$ cat src/rtl/fifo_stream_reader.sv
// Read-side adapter for a standard FIFO. It issues pops and captures the
// returned words into a two-entry skid buffer. The head of that buffer is
// presented as a valid/ready stream.
// Handles FIFOs with registered read data (READ_LATENCY=1) and with
// show-ahead read data (READ_LATENCY=0). It sustains one word per cycle.
module fifo_stream_reader #(
    parameter int WIDTH        = 8,
    parameter int READ_LATENCY = 1
) (
    input  logic             i_clk,
    input  logic             i_rst_n,
    input  logic             i_clear,
    input  logic             i_fifo_empty,
    output logic             o_fifo_pop,
    input  logic [WIDTH-1:0] i_fifo_data,
    output logic             o_valid,
    input  logic             i_ready,
    output logic [WIDTH-1:0] o_data,
    output logic [1:0]       o_level
);

    if (READ_LATENCY != 0 && READ_LATENCY != 1) begin : g_bad_latency
        $error("fifo_stream_reader: READ_LATENCY must be 0 or 1");
    end

    logic [WIDTH-1:0] buf_mem [2];
    logic             wr_ptr;
    logic             rd_ptr;
    logic [1:0]       count;
    logic             inflight;
    logic             fire;
    logic             capture;
    logic [2:0]       occupancy;

    assign fire = o_valid & i_ready;

    // Words committed to the buffer after this edge: the words held now, plus
    // a word that is already on its way back, minus the word leaving now.
    // A pop is allowed only while that total leaves a free slot, so the
    // buffer can never overflow.
    always_comb begin
        occupancy  = {1'b0, count} + {2'b00, inflight} - {2'b00, fire};
        o_fifo_pop = i_rst_n & ~i_fifo_empty & ~i_clear & (occupancy < 3'd2);
    end

    // Show-ahead data lands in the pop cycle itself; registered data lands one
    // cycle later, marked by the inflight flag.
    assign capture = (READ_LATENCY == 0) ? o_fifo_pop : inflight;

    // Skid buffer storage, pointers and occupancy. Clear overrides any
    // capture or retire in the same cycle, so a word still in flight is lost.
    always_ff @(posedge i_clk or negedge i_rst_n) begin
        if (!i_rst_n) begin
            buf_mem[0] <= '0;
            buf_mem[1] <= '0;
            wr_ptr     <= 1'b0;
            rd_ptr     <= 1'b0;
            count      <= 2'd0;
            inflight   <= 1'b0;
        end else if (i_clear) begin
            wr_ptr     <= 1'b0;
            rd_ptr     <= 1'b0;
            count      <= 2'd0;
            inflight   <= 1'b0;
        end else begin
            if (capture) begin
                buf_mem[wr_ptr] <= i_fifo_data;
                wr_ptr          <= ~wr_ptr;
            end
            if (fire) begin
                rd_ptr <= ~rd_ptr;
            end
            count    <= count + {1'b0, capture} - {1'b0, fire};
            inflight <= (READ_LATENCY == 1) & o_fifo_pop;
        end
    end

    // The output word comes straight from a buffer register, never from
    // i_fifo_data, so it holds steady while the consumer stalls.
    assign o_valid = (count != 2'd0);
    assign o_data  = buf_mem[rd_ptr];
    assign o_level = count;

endmodule

$ cat config.mk
export PLATFORM = sky130hd
export DESIGN_NAME = fifo_stream_reader
export DESIGN_NICKNAME = d
export VERILOG_FILES = /design/src/rtl/fifo_stream_reader.sv
export SDC_FILE = /design/constraint.sdc
export NUM_CORES = 1
export LEC_CHECK = 0
export BUFFER_PORTS_ARGS = -buffer_cell sky130_fd_sc_hd__buf_2
export CAP_MARGIN = 20
export CELL_PAD_IN_SITES_DETAIL_PLACEMENT = 1
export CELL_PAD_IN_SITES_GLOBAL_PLACEMENT = 2
export CORE_ASPECT_RATIO = 1.1
export CORE_MARGIN = 5
export CORE_UTILIZATION = 34
export DETAILED_ROUTE_END_ITERATION = 10
export GPL_ROUTABILITY_DRIVEN = 0
export PLACE_DENSITY_LB_ADDON = 0.1
export SYNTH_ARGS = -nofsm -noshare
export SYNTH_HDL_FRONTEND = slang
export SYNTH_SLANG_ARGS = --single-unit
$ cat constraint.sdc
create_clock -name i_clk -period 2.1 [get_ports i_clk]
set_input_delay 0.105 -clock i_clk [delete_from_list [all_inputs] [get_ports i_clk]]
set_output_delay 0.105 -clock i_clk [all_outputs]
set_load 0.005 [all_outputs]
## Word-level counts from Yosys, hierarchy flattened

Cells that the tools add are included.

- Output and inout port bits: 12
- Logic and storage cells: 41
- Register bits: 21

- Muxes and demuxes: 12
- Bitwise operators: 10
- $lt $le $gt $ge: 4
- $add $sub $neg: 4
- Reductions and logical operators: 5

Operator list:

| kind | count |
|---|---|
| 2-to-1 mux 8 bit | 4 |
| bitwise mux 16 bit | 1 |
| demux 8 bit (select 1 bit) | 1 |
| nonzero test 2 bit | 3 |
| 2-to-1 mux 1 bit | 5 |
| bitwise AND 1 bit | 4 |
| >= comparator 2 bit, second input constant | 2 |
| inverter 1 bit | 4 |
| inverter 1 -> 2 bit | 2 |
| adder 2 x 1 -> 3 bit | 1 |
| < comparator 3 x 2 -> 1 bit, second input constant | 1 |
| subtractor 3 x 1 -> 3 bit | 1 |
| adder 2 x 1 -> 2 bit | 1 |
| < comparator 2 x 1 -> 1 bit, second input constant | 1 |
| 2-to-1 mux 2 bit | 1 |
| AND reduction 2 bit | 1 |
| subtractor 2 x 1 -> 2 bit | 1 |
| logical AND 1 bit | 1 |

## Longest topological paths before layout

Gate-level depths: netlist of the first run.

- Depth after elaboration: 6
- Gate-level depth with buffers: 7
- Gate-level depth less buffers: 7

## Least setup slack after synthesis of the first run

No wires, ideal clock.

- Path kind: flip-flop to output port
- From: reg count[1], in the netlist o_level[1]
- To: out o_fifo_pop
- Data arrival time: 1.873 ns
- Path slack: 0.122 ns
- Stages on the path, launching flop included: 7
- Data required time: 1.995 ns
- Cell sequence: dfrtp_1 o21a_1 ha_1 inv_1 ha_1 fa_1 nor4_1

- Cells in the longest elaborated chain, start to end: 5
- Elaborated cells between the ends (all ways): 6
- Those cells by class: add/sub: 2; order compare: 1; bitwise: 2; reduce/logical: 1

RTL lines:

| item | RTL line | RTL |
|---|---|---|
| start: declaration | 29 | `logic [1:0] count;` |
| start signal: assignment | 73 | `count <= count + {1'b0, capture} - {1'b0, fire};` |
| parallel branches: the longest is 2 deep, another holds adder 2 x 1 -> 3 bit | n/a |  |
| subtractor 3 x 1 -> 3 bit * | 42 | `occupancy = {1'b0, count} + {2'b00, inflight} - {2'b00, fire};` |
| < comparator 3 x 2 -> 1 bit * | 43 | `o_fifo_pop = i_rst_n & ~i_fifo_empty & ~i_clear & (occupancy < 3'd2);` |
| bitwise AND 1 bit * | 43 |  |
| end: declaration | 14 | `output logic o_fifo_pop,` |

Mark *: on every way between the ends.

## Final worst setup path of the first run

Same ends and word-level chain as after synthesis.

==> results of run 1 <==
==> where the power goes <==
part | switching, mW | internal, mW
Clock | 0.123 | 0.0708
Sequential | 0.0984 | 0.558
Combinational | 0.256 | 0.464
Total | 0.477 | 1.09
==> worst max-delay path by stage <==
stage | startpoint | to | slack (ns) | cells past startpoint
3_3_place_gp | o_level[1] | o_fifo_pop | 0.07 | 7
2_1_floorplan | o_level[1] | o_fifo_pop | 0.12 | 6
4_1_cts | o_level[0] | o_fifo_pop | -0.26 | 7
5_1_grt | o_level[1] | o_fifo_pop | -0.44 | 8
6_report | o_level[1] | o_fifo_pop | -0.31 | 8
3_5_place_dp | o_level[1] | o_fifo_pop | 0.04 | 7
==> final cells by class <==
type,count,area share (%)
sequential,21,41.7
multi-input combinational,42,35.8
timing repair buffer,34,15.9
tap,33,3.27
clock buffer,3,1.79
inverter,4,1.19
clock inverter,1,0.397
==> metrics by stage <==
stage / instances / power (mW) / hold slack, ns / util [%]
4_1_cts: 135 / 1.53 / 0.0332 / 44.0
5_1_grt: 138 / 1.71 / 0.0232 / 45.4
2_1_floorplan: 68 / 1.04 / -0.191 / -
3_5_place_dp: 127 / 1.29 / 0.135 / 41.7
3_3_place_gp: 127 / 1.27 / 0.129 / 41.7
6_report: 138 / 1.57 / 0.0399 / 45.4
==> Yosys cell counts <==
cell type / n / area, sq um
nor3b_4: 1 / 18.8
nand2b_1: 1 / 6.26
mux2_2: 25 / 282
fa_1: 1 / 20.0
inv_1: 4 / 15.0
nor4_1: 2 / 12.5
buf_2: 1 / 5.00
nand3b_2: 1 / 11.3
nor2b_1: 3 / 18.8
nor2_1: 2 / 7.51
xnor2_1: 2 / 17.5
ha_1: 2 / 25.0
o21a_1: 1 / 7.51
or2_2: 1 / 6.26
dfrtp_1: 21 / 526
==> registers in the layout, summed over array words and instances (netlist names) <==
register	count
o_level	2
capture	1
buf_mem	16
wr_ptr	1
rd_ptr	1
==> logic make-up (layout without fill, tap and decap cells) <==
kind of cell	after synthesis	in the layout	synth area share, %
and+or+nand+nor	11	11	8.31
xor gates and xnor gates	2	2	1.79
DFF	21	21	53.7
buffers and inverters	5	42	2.05
muxes	25	25	28.8
adders and majority gates	3	3	4.60
AOI/OAI and AO/OA	1	1	0.768
==> metal layers <==
layer / vias to the layer above / part of all wire [%] / wire [um] / global-route usage [%]
li1: 310 / - / - / -
met1: 318 / 43 / 865 / 14.1
met2: 12 / 51 / 1010 / 19.2
met3: 2 / 4.9 / 98 / 3.32
met4: 0 / 1.2 / 23 / 3.52
met5: - / 0 / 0 / 0
==> placed cells by master (no fill, tap or decap), drive strengths merged, types with 2 or more instances in the layout <==
cell / Yosys / final
ha: 2 / 2
clkbuf: 0 / 3
dfrtp: 21 / 21
buf: 1 / 32
xnor2: 2 / 2
inv: 4 / 4
nor2b: 3 / 3
nor4: 2 / 2
nor2: 2 / 2
mux2: 25 / 25
dlygate4sd3: 0 / 2
==> what timing repair did <==
action,in CTS,in global routing
hold buffers,2,0
buffers inserted,2,3
hold endpoints to repair,22,0
resized for setup,1,3
endpoints found under the setup margin,1,2
pin swaps,3,3
==> run metrics, run 1 <==
Slew HR=66.9%; Multi-input gate area=around 450 sq um; IO Pins=25; endpoint class of the critical path=primary output; final hold violation count=0; Hold Path Class=in -> reg; mapped cell area=about 980 sq um; Final ANT Viol Nets=0; setup TNS=-0.309 ns; pre-CTS setup slack=0.0421 ns; # DRC=0; Post-DP HPWL=1.46 mm; Initial Util=35.2%; Final nets=122; Unique masters post-synth=15; Initial DRT Pass Iterations=3; DIE HEIGHT=66.3 um; yosys warns=0; Crit path max-delay family=adder cells; die area=4050 sq um; clock tree buffer depth=2; total grt overflow=0; Post-Synthesis Cells=68; vias per cell=4.65; Avg Inst Size Synth=14.4 sq um; unrepaired setup endpoints after global routing=yes; Setup CP Type=reg -> out; Tmin final=2.41 ns; H-tree depth=1; Worst Tran Pin Value=0.495 ns; row count=20; storage element area=about 530 sq um; PwrDens=between 1000 and 1500 nW/um^2; worst skew pair latency=0.30 ns; clk sink count=21; Final Skew=0.00855 ns; Critical R2R Launch=o_level[1]; worst-path cell chain=o21a_1, ha_1, inv_1, ha_2, fa_2, xnor2_2, nor4_2, buf_2; fillcell total=about 300; Worst R2R Path Depth=7; Highest Clock Rate=0.415 GHz; setup ws final=-0.309 ns; Reg2Reg Setup Slack=0.06 ns; Clock Root Buffer=clkbuf_4; Worst EP required=2.00 ns; status=complete, but fails checks; reg2reg end=capture; Num CTS Buffers=3; crit share post-route=115%; Area growth syn-to-layout=28.9%; slowest stage cell on the critical path=dfrtp_1; IO Port Bufs=24; design area=~1300 sq um; initial antenna violation count=0; worst-path maximum fanout=2; Hold Path Sink=buf_mem[5]; diode count=0; vias in the first global route=758; Max Slew Vio Count=0; largest net degree at the start of global routing=22; Worst Path Buf+Inv=2; clk slew on worst S/H paths=roughly 0.12 ns; HP Start=i_fifo_data[5]; WL/cell=14.5 um; crit path launch type=register; cell count of the worst hold path=2; Syn Nets=84; die width=61.2 um; Overall Global Routing Usage=11.5%; synthesis-stage register bit count=21; Max rail drop VDD=about 0.53 mV; DRT Wirelength=2.00 mm; slowest stage delay, CP=around 0.40 ns; WP data arrival=~2.3 ns; DR iter-0 viols=11; Core ar.=2780 sq um; register area share after synthesis=53.7%; via count=642; layout cells sized above 1=between 60% and 70%; placed cell area=1160 sq um; max cap viols=0; failing checks=setup timing; CTS tree=done; global-route wire length before repair=3.45 mm; Final setup viols=1; P_leak=0.639 nW
Note: power is estimated with default switching activity, not from simulation.
==> inputs of run 2 (changes only) <==
--- a/config.mk
+++ b/config.mk
@@ -5,13 +5,14 @@
 export SDC_FILE = /design/constraint.sdc
 export NUM_CORES = 1
 export LEC_CHECK = 0
+export ABC_AREA = 1
 export BUFFER_PORTS_ARGS = -buffer_cell sky130_fd_sc_hd__buf_2
 export CAP_MARGIN = 20
 export CELL_PAD_IN_SITES_DETAIL_PLACEMENT = 1
 export CELL_PAD_IN_SITES_GLOBAL_PLACEMENT = 2
 export CORE_ASPECT_RATIO = 1.1
 export CORE_MARGIN = 5
-export CORE_UTILIZATION = 34
+export CORE_UTILIZATION = 31
 export DETAILED_ROUTE_END_ITERATION = 10
 export GPL_ROUTABILITY_DRIVEN = 0
 export PLACE_DENSITY_LB_ADDON = 0.1
==> run metrics, run 2 <==
Final setup viols=2 (+1); Worst Tran Pin Value=0.300 ns (-0.195 ns); most frequent cells in the layout=nand2_1, buf_2, dfrtp_1; synthesis-stage register bit count=21 (unchanged); row count=22 (+10%); Area growth syn-to-layout=28.2%; count leader, synth=nand2_1; max cap viols=0 (unchanged); Slew HR=79.9% (+13 points); Unique masters post-synth=18 (+3); Highest Clock Rate=0.408 GHz (-1.7%); clock tree buffer depth=2 (unchanged); most common cell after layout, fill and taps aside=nand2_1; worst-path cell chain=o21ai_2, inv_1, ha_1, inv_1, ha_2, fa_1, nor2_1, nand3_1, nor2_1, buf_2; Max Slew Vio Count=0 (unchanged); crit share post-route=117% (+2.0 points); Post-synth EDFFs=0 (unchanged); P_leak=0.769 nW (+20%); WL/cell=11.5 um (-20%); Core ar.=3330 sq um (+20%); Top Metal Used=met4; vias per cell=4.14 (-11%); Setup CP Type=reg -> out; die width=65.8 um (+7.7%); routed metal-1 wirelength=995 um (+15%); Placed Cells=192 (+51%); fillcell total=409 (+37%); Avg Inst Size Synth=9.09 sq um (-37%); worst skew pair latency=0.30 ns (about the same); Initial Util=31.9% (-3.3 points); DIE HEIGHT=71.4 um (+7.8%); H-tree depth=1 (unchanged); Area contributors post-synth=dfrtp_1, nand2_1, o21ai_2, inv_1, ha_1; CTS tree=done; global-route wire length before repair=4.15 mm (+20%); most common library cells after synthesis=nand2_1, dfrtp_1, inv_1, o21ai_2, nor2_1; # DRC=0 (unchanged); yosys warns=0 (unchanged); Final nets=173 (+42%); largest net degree at the start of global routing=23 (+4.5%); Largest register FFs=16 (unchanged); WP data arrival=2.35 ns (+0.05 ns); PwrDens=1170 nW/um^2 (-6.0%); die area=4700 sq um (+16%); via count=845 (+32%); utilization after layout=40.9% (-4.5 points); largest reg by FF count=buf_mem; Num CTS Buffers=3 (unchanged); worst-path maximum fanout=2 (unchanged); layout cells sized above 1=39.7% (-25 points); Final ANT Viol Nets=0 (unchanged); met2 wire length=1.20 mm (+19%); endpoint class of the critical path=primary output; Worst Path Buf+Inv=3 (+1); vias in the first global route=947 (+25%); unrepaired setup endpoints after global routing=yes; mapped cell area=1060 sq um (+8.7%); diode count=0 (unchanged); DRT Wirelength=2.36 mm (+18%); Syn Nets=133 (+58%); initial antenna violation count=0 (unchanged); total grt overflow=0 (unchanged); register area share after synthesis=49.4% (-4.3 points); Crit path max-delay family=adder cells; slowest stage delay, CP=0.45 ns (+0.05 ns); Worst EP required=2.00 ns (about the same); met3 WL=131 um (+34%); Clock Root Buffer=clkbuf_4; Post-DP HPWL=1.74 mm (+19%); Initial DRT Pass Iterations=4 (+1); fin cells=204 (+48%); IO Pins=25 (unchanged); slowest stage cell on the critical path=fa_1; asr flop ratio synth=100% (unchanged); IO Port Bufs=24 (unchanged); final hold violation count=0 (unchanged); Hold Path Class=in -> reg; Tmin final=2.45 ns (+0.0426 ns); Overall Global Routing Usage=11.5% (-0.022 points); status=complete, but fails checks; clk sink count=21 (unchanged); Final Skew=0.00230 ns (-0.00625 ns); Post-Synthesis Cells=117 (+72%); clk slew on worst S/H paths=0.12 ns (about the same); DR iter-0 viols=29 (+18); leading area contributor after synthesis=dfrtp_1; failing checks=setup timing; Yosys top cell area share=49.4% (-4.3 points); ys flop type=dfrtp_1; crit path launch type=register; setup ws final=-0.351 ns (-0.0426 ns); Max rail drop VDD=0.338 mV (-36%)
[run 2: routing by layer]
layer	global-route usage, %	up-vias
met5	0	-
li1	-	435
met4	4.15	0
met1	13.7	394
met3	3.13	2
met2	19.7	14
[run 2: path summary, 6_finish.rpt]
path,startpoint,to,slack (ns),cells after the start
max,o_level[1],o_fifo_pop,-0.35,10
min,i_fifo_data[6],buf_mem[6],0.08,3
max reg2reg,o_level[1],capture,-0.31,13
min reg2reg,buf_mem[6],buf_mem[6],0.49,2
max in group asynchronous,i_rst_n,buf_mem[14],1.58,3
min in group asynchronous,i_rst_n,o_level[1],0.29,3
[run 2: through the flow]
stage	setup slack [ns]	setup TNS (ns)	hold WS, ns	total power, mW	instance area [sq um]
after global placement	0.0324	0	0.0993	1.31	1260
after floorplan	0.107	0	-0.191	1.06	1060
final	-0.351	-0.657	0.0759	1.60	1360
after global routing	-0.535	-0.991	0.0711	1.77	1360
after detailed placement	-0.128	-0.128	0.0971	1.34	1260
after CTS	-0.325	-0.480	0.0730	1.59	1350
[run 2: logic make-up (layout without fill, tap and decap cells)]
logic type      after synthesis  after routing  share of synthesized area (%)
compound gates               17             17                           13.6
simple gates                 54             54                           22.7
fa+ha+maj                     3              3                           4.23
buf+inv                      21             60                           9.18
flops                        21             21                           49.4
xor+xnor                      1              1                          0.824
[run 2: final cells by class]
type	count	area (sq um)	share of cell area [%]
Inverter	18	67.6	4.95
Timing Repair Buffer	38	238	17.4
Sequential cell	21	526	38.5
Clock buffer	4	26.3	1.93
Tap cell	48	60.1	4.40
Multi-Input combinational cell	75	447	32.8
[run 2: worst reg2reg max path: stages, from the launching register on]
cell and delay (ns):
dfrtp_1 0.41, o21ai_2 0.16, inv_1 0.06, ha_1 0.26
inv_1 0.04, ha_2 0.16, fa_1 0.45, nor2_1 0.13
nand3_1 0.11, buf_4 0.15, buf_4 0.12, buf_6 0.10
buf_6 0.10, nor2_1 0.07
[run 2: report_power, final]
group | leakage [nW] | switching [mW] | internal (mW)
clock | 0.0150 | 0.122 | 0.0739
combinational | 0.475 | 0.385 | 0.381
sequential | 0.279 | 0.0831 | 0.552
total | 0.769 | 0.590 | 1.01
[run 2: timing repair]
| action | CTS | global route |
|---|---|---|
| hold buffers | 2 | 0 |
| gates resized for setup | 5 | 1 |
| pin swaps | 5 | 4 |
| buffers inserted | 4 | 2 |
| setup endpoints to repair | 1 | 2 |
| endpoints found under the hold margin | 23 | 0 |
